[src/rtl/prog_sequencer.sv]
// Loadable program memory and instruction sequencer with RUN/STEP issue and relative branching.
// One-cycle registered fetch; instr_valid/instr_out/pc_out are held in ISSUE until instr_ready accepts.
module prog_sequencer #(
  parameter int IW = 16,
  parameter int AW = 8,
  parameter int OW = 8
) (
  input  logic          clk,
  input  logic          rst,
  input  logic [1:0]    mode,
  input  logic          wr_valid,
  input  logic [IW-1:0] instruction,
  input  logic [AW-1:0] instruction_address,
  input  logic          step_req,
  output logic          instr_valid,
  input  logic          instr_ready,
  output logic [IW-1:0] instr_out,
  output logic [AW-1:0] pc_out,
  input  logic          br_take,
  input  logic [OW-1:0] br_offset,
  output logic [AW:0]   prog_len,
  output logic          done
);

  localparam logic [1:0] MODE_LOAD = 2'b01;
  localparam logic [1:0] MODE_RUN  = 2'b10;
  localparam int         XW        = (AW > OW) ? AW : OW;

  typedef enum logic [2:0] {
    S_IDLE,
    S_LOAD,
    S_FETCH,
    S_ISSUE,
    S_WAIT_STEP,
    S_DONE
  } state_t;

  state_t        state;
  state_t        state_nxt;
  logic [AW-1:0] pc;
  logic [AW-1:0] pc_nxt;
  logic [IW-1:0] mem [2**AW];
  logic [XW-1:0] off_ext;
  logic [AW-1:0] br_target;
  logic [AW:0]   wr_end;
  logic          run_mode;
  logic          wr_en;
  logic          len_clear;

  assign run_mode  = mode[1];
  assign off_ext   = XW'($signed(br_offset));
  assign br_target = br_take ? (pc_out + off_ext[AW-1:0]) : (pc_out + AW'(1));
  assign wr_en     = (mode == MODE_LOAD) && wr_valid;
  // A fresh LOAD session (from IDLE, no write on its first cycle) starts a new program length.
  assign len_clear = (mode == MODE_LOAD) && (state == S_IDLE) && !wr_valid;
  assign wr_end    = {1'b0, instruction_address} + (AW+1)'(1);

  always_comb begin
    state_nxt = state;
    pc_nxt    = pc;
    if (!run_mode) begin
      state_nxt = (mode == MODE_LOAD) ? S_LOAD : S_IDLE;
    end else begin
      case (state)
        S_IDLE, S_LOAD: begin
          pc_nxt = '0;
          if (prog_len == '0)        state_nxt = S_DONE;
          else if (mode == MODE_RUN) state_nxt = S_FETCH;
          else                       state_nxt = S_WAIT_STEP;
        end
        S_FETCH: state_nxt = S_ISSUE;
        S_ISSUE: begin
          if (instr_ready) begin
            pc_nxt = br_target;
            // RUN/STEP switches are honoured only here, so the PC never restarts.
            if ({1'b0, br_target} >= prog_len) state_nxt = S_DONE;
            else if (mode == MODE_RUN)         state_nxt = S_FETCH;
            else                               state_nxt = S_WAIT_STEP;
          end
        end
        S_WAIT_STEP: if (step_req) state_nxt = S_FETCH;
        S_DONE:      state_nxt = S_DONE;
        default:     state_nxt = S_IDLE;
      endcase
    end
  end

  always_ff @(posedge clk or posedge rst) begin
    if (rst) begin
      state     <= S_IDLE;
      pc        <= '0;
      prog_len  <= '0;
      instr_out <= '0;
      pc_out    <= '0;
    end else begin
      state <= state_nxt;
      pc    <= pc_nxt;
      if (len_clear)                      prog_len <= '0;
      else if (wr_en && wr_end > prog_len) prog_len <= wr_end;
      if (state == S_FETCH) begin
        instr_out <= mem[pc];
        pc_out    <= pc;
      end
    end
  end

  always_ff @(posedge clk) begin
    if (wr_en) mem[instruction_address] <= instruction;
  end

  assign instr_valid = (state == S_ISSUE);
  assign done        = (state == S_DONE);

endmodule

[config.mk]
export PLATFORM = sky130hd
export DESIGN_NAME = prog_sequencer
export DESIGN_NICKNAME = d
export VERILOG_FILES = /design/src/rtl/prog_sequencer.sv
export SDC_FILE = /design/constraint.sdc
export NUM_CORES = 2
export LEC_CHECK = 0
export CAP_MARGIN = 0
export CORE_MARGIN = 2
export CORE_UTILIZATION = 45
export DETAILED_ROUTE_END_ITERATION = 10
export PLACE_DENSITY_LB_ADDON = 0.08
export RECOVER_POWER = 25
export SLEW_MARGIN = 25
export SYNTH_ARGS = -nofsm -noshare
export SYNTH_HDL_FRONTEND = slang
export SYNTH_SLANG_ARGS = --single-unit
[constraint.sdc]
create_clock -name clk -period 4.3 [get_ports clk]
set_input_delay 0.43 -clock clk [delete_from_list [all_inputs] [get_ports clk]]
set_output_delay 0.43 -clock clk [all_outputs]
set_load 0.01 [all_outputs]
-- After elaboration in Yosys (flattened, before gate mapping)
Memory sizes are Yosys's and may differ from the RTL's. A register that Yosys moved wholly into a read port is not among the register bits.
Index checks and enable logic that the tools add are counted.
- register bits: 28
- RAM bits: 4096
- input port bits: 40
- word-level logic and storage cells: 47
- memories: 1
- memories (memory ; depth ; bits a word ; rd ports ; clocked after Yosys merged registers in ; write ports ; RTL line ; source):
    mem ; 256 ; 16 ; 1 ; 1 ; 1 ; 42 ; logic [IW-1:0] mem [2**AW];
- add/sub/neg operators: 3
- $lt $le $gt $ge: 2
- eq/ne operators: 10
- mux-type cells: 15
- reductions and logical operators: 12
- operators by type and width (kind ; number):
    3-bit 2-to-1 mux ; 6
    9-bit 2-to-1 mux ; 2
    8-bit 2-to-1 mux ; 2
    8-bit case mux with 2 select lines ; 1
    3-bit case mux with 5 select lines ; 1
    8-bit by 1-bit adder with 9-bit output, second input constant ; 1
    8-bit by 9-bit >= comparator with 1-bit output ; 1
    9-bit > comparator ; 1
    9-bit zero test ; 1
    8-bit by 1-bit adder with 8-bit output, second input constant ; 1
    8-bit adder ; 1
    3-bit by 2-bit equality test with 1-bit output, second input constant ; 2
    3-bit equality test, second input constant ; 2
    1-bit logical AND ; 4
    2-bit nonzero test ; 2
    3-bit by 1-bit equality test with 1-bit output, second input constant ; 1
    3-bit zero test ; 1
    1-bit 2-to-1 mux ; 3
    3-bit by 2-bit inequality test with 1-bit output, second input constant ; 1
    3-bit inequality test, second input constant ; 1
    3-bit AND reduction ; 1
    2-bit by 1-bit equality test with 1-bit output, second input constant ; 1
    2-bit equality test, second input constant ; 1
    2-bit by 1-bit inequality test with 1-bit output, second input constant ; 1
    3 further kinds ; 3

-- Longest topological paths before layout
- depth in word-level cells: 7
- depth in mapped cells: 15
- mapped depth without buffers: 15

-- Worst setup path after synthesis
Ideal clock, no wire load.
- path kind: input -> register
- start: input port br_offset[0]
- end: register state[0]
- setup time: 0.124 ns
- arrival: 3.156 ns
- required time: 4.176 ns
- slack: 1.020 ns
- cell stages on the path: 15
- path buffers: 0
- path through: nand2b_1 ha_1 fa_1 a21o_1 a21oi_1 o21bai_1 a21oi_1 xnor2_1 ha_1 a21o_1 a21oi_1 o22ai_1 a21oi_1 o211ai_1 a211o_1
- cells in the longest elaborated chain, start to end: 7
- ends and longest elaborated chain (what ; RTL line ; source):
    start, declared ; 20 ; input logic [OW-1:0] br_offset,
    8-bit adder ; 52 ; assign br_target = br_take ? (pc_out + off_ext[AW-1:0]) : (pc_out + AW'(1));
    8-bit 2-to-1 mux ; 52 ;
    8-bit by 9-bit >= comparator with 1-bit output ; 76 ; if ({1'b0, br_target} >= prog_len) state_nxt = S_DONE;
    3-bit 2-to-1 mux ; 76 ;
    3-bit 2-to-1 mux ; 73 ; if (instr_ready) begin
    3-bit case mux with 5 select lines ; 64 ; case (state)
    3-bit 2-to-1 mux ; 61 ; if (!run_mode) begin
    end signal, assigned ; 96 ; state <= state_nxt;
    end, declared ; 38 ; state_t state;
No other way between the ends. The select of a mux whose other input is x is not followed.
A chain may end at the register's enable or synchronous reset.

==> key figures <==
Outcome
  • Status: finished with violations
  • Failing checks: max-capacitance violations, max-slew violations

Critical path
  • Max FO, Critical Path: 33
  • Worst setup EP type: register
  • Reg2Reg Setup Slack: 0.03 ns
  • Worst Path Buf+Inv: 2
  • CP max stage delay: 0.89 ns
  • R2r endpoint: instr_out[5]
  • Cell family with most CP delay: compound AO/OA/AOI/OAI gates
  • CP dominant cell by count: buf_12
  • Worst Path Arrival: 5.13 ns
  • R2R cell count: 9
  • Worst-path cell with the longest stage delay: dfrtp_4
  • FF-to-FF Start: pc[1]
  • WS Path Type: reg -> reg
  • Worst path cell trace: buf_12 > buf_12 > mux4_2 > nor2b_1 > a211oi_1 > a21oi_1 > a221oi_2 > nand3_1 > or3_1
  • Worst EP required: roughly 5.2 ns
  • Crit path launch type: register

Power and ir drop
  • Comb pwr share: 0.097
  • Leakage: 56.5 nW
  • Sequential Power Share: 0.498
  • Overall Power: roughly 90 mW
  • PwrDens: between 400 and 500 nW/um^2
  • Switching share of power: 0.231
  • P_int: slightly below 70 mW
  • Max VDD drop: around 0.00036 V
  • Net Sw Power: between 20 and 25 mW
  • Clock Power Share: 0.405

STA
  • RSZ-0062 raised after global routing: false
  • Setup WS post-layout: roughly 0.031 ns
  • Final Cycle Share: 0.993
  • Final Hold Viols: 0
  • Fmax: 234 MHz
  • Fin Hold WS: about 0.20 ns
  • Final Slew Violations: between 1500 and 2000
  • Min cycle time layout: between 4 and 5 ns
  • Worst-Margin Slew: 3.79 ns
  • Setup TNS Final: 0 ns
  • Clock skew: just under 0.04 ns
  • Final setup vio count: 0
  • Slew HR: -1.53

Floorplan
  • Core area: roughly 350000 um^2
  • Die width: 599 um
  • Die area: 358000 um^2
  • Die Height: 599 um
  • Num rows: between 200 and 250
  • Initial Util: 0.452
  • I/O Pins: 75

Clock tree
  • Clk_lat worst skew: about 0.99 ns
  • TritonCTS clock tree: done
  • Num Clock Sinks: 4140
  • TritonCTS buffer count: 433
  • Clock transition at path regs: around 0.07 ns
  • Max H-tree Level: 5
  • Root buffer cell: clkbuf_16
  • CTS max path bufs: 4

Yosys
  • Post-synth top flop: edfxtp_1
  • Async set or reset register ratio after synthesis: 0.0106
  • Cell area after synthesis: 159000 um^2
  • Synth Instances: 7048
  • EDFF count, synth: a little over 4000
  • Area contributors post-synth: edfxtp_1 (77%), mux4_2 (15%), mux2i_1 (1.0%)
  • Number of synthesis warnings: 0
  • Syn Area/Cell: roughly 23 um^2
  • Post-synthesis net count: just over 7000
  • Netlist cell types: 64
  • Yosys top cell area share: 0.773
  • Post-synthesis register bit count: slightly above 4000
  • Yosys top cell by area: edfxtp_1
  • Seq/Total Area, Yosys: 0.780

Global route
  • Initial antenna violation count: 26
  • GRT overflow: 0
  • First-pass GRT wire length: approximately 630000 um
  • GRT Util Overall: 0.252
  • Number of global-route vias before repair: 78300
  • Pin count of the biggest net entering global routing: roughly 130

Placed design
  • Final HPWL DP: ~280000 um
  • Place WS: -0.360 ns
  • Placed cell areas: ~170000 um^2
  • Number of I/O port buffers: 74
  • Inst Count DP: 12200
  • GPL Wtd Cong: 0.833

Layout
  • Share of layout cells above drive strength 1: 0.306
  • Non-filler instance count after layout: ~13000
  • Fin nets: 8001
  • FILL cells: roughly 28000
  • Final Util: 0.525
  • Final instance area: 185000 um^2
  • Synthesis-to-layout area growth: 16.4%

Flow run
  • Max_cap viols: 20

Detailed routing
  • Drt pass-1 iters: 6
  • DR vias/cell: approximately 6.0
  • Detailed router's first-iteration violation count: roughly 9600
  • ANT nets after route: 0
  • Via count: around 78000
  • Residual DRC count: 0
  • Final wirelength: 452000 um
  • Routed len/inst: ~35 um

Hold path
  • Hold path depth: 4
  • Min-delay src: mode[0]
  • Worst min path class: in -> reg
  • Worst hold endpoint: state[1]
[placed cells by master (no fill, tap or decap), types with 24 or more instances in the layout]
cell / n
and2_1: 24
clkbuf_1: 108
buf_12: 127
edfxtp_1: 4096
clkbuf_16: 443
o22ai_1: 151
mux2i_1: 164
nor2_2: 30
nor2b_1: 68
o21ai_0: 37
nand3_1: 57
clkinv_1: 93
nand2_1: 96
diode_2: 29
a211oi_1: 38
a22oi_1: 48
ha_1: 28
nor3_1: 41
o211ai_1: 33
a21oi_1: 28
clkinv_2: 85
clkdlybuf4s50_1: 57
nor2_1: 347
mux4_2: 1081
bufinv_16: 34
buf_4: 617
dfrtp_1: 38
[registers in the layout, summed over array words and instances (netlist names)]
signal	flops
mem	4096
instr_out	16
prog_len	9
pc	8
pc_out	8
state	3
[final cells by class]
type / count / area, um^2 / area share
multi-input cells: 2492 / 33200 / 0.180
clock buffers: 551 / 11600 / 0.0624
inverters: 22 / 82.6 / 0.000446
repair buffers: 843 / 8030 / 0.0434
well taps: 4730 / 5920 / 0.0320
flip-flops and latches: 4140 / 124000 / 0.670
diodes: 29 / 72.6 / 0.000392
clock inverters: 246 / 2160 / 0.0116
[per-layer routing]
layer	track usage	wire length, um
met2	0.408	220000
met5	0	10
met4	0.0869	17300
met1	0.355	185000
met3	0.0343	29800
[Yosys cell counts, drive strengths merged, types with 21 or more instances]
library cell	number
mux4	1081
nor4	24
dfrtp	44
edfxtp	4096
o22ai	151
a211oi	38
mux2i	164
nand2b	23
o21ai	40
nand3	58
nor2	377
nand2	104
inv	21
clkbuf	146
o211ai	33
ha	28
a22oi	48
nor3	42
a21oi	28
buf	248
and2	24
nor2b	68
[how the worst max path moves through the flow]
stage | from | to | cells after the start
2_1_floorplan | br_offset[0] | state[0] | 15
3_3_place_gp | pc[0] | instr_out[14] | 7
3_5_place_dp | pc[1] | instr_out[5] | 9
4_1_cts | pc[0] | instr_out[7] | 10
5_1_grt | pc[1] | instr_out[5] | 9
6_report | pc[1] | instr_out[5] | 9
[worst min-delay path, stage by stage]
cell	delay, ns
clkdlybuf4s50_1	0.48
nor2b_1	0.08
nand3_1	0.08
nand2_1	0.05
[power groups by stage]
stage	Sequential, mW	Combinational, mW	Clock [mW]
after global placement	45.7	8.74	0
final	44.9	8.70	36.5
after CTS	44.9	8.83	37.2
after global routing	44.9	9.19	38.6
after floorplan	45.5	4.90	0
after detailed placement	45.7	8.79	0
[timing repair]
action | 4_1_cts | 5_1_grt
resized for setup | 1 | 0
endpoints found under the setup margin | 1 | 2
setup buffers | 1 | 9
hold buffers | 11 | 1
endpoints found under the hold margin | 276 | 34
[kinds of logic after synthesis]
logic type,after synthesis,synth area share
flip-flops,4140,0.780
multiplexers,1260,0.164
AND/OR/NAND/NOR,783,0.0229
buffers and inverters,416,0.0126
AO/OA/AOI/OAI,406,0.0172
adder cells (fa/ha/maj),29,0.00233
XOR/XNOR,14,0.000771
(Power assumes the default switching activity.)
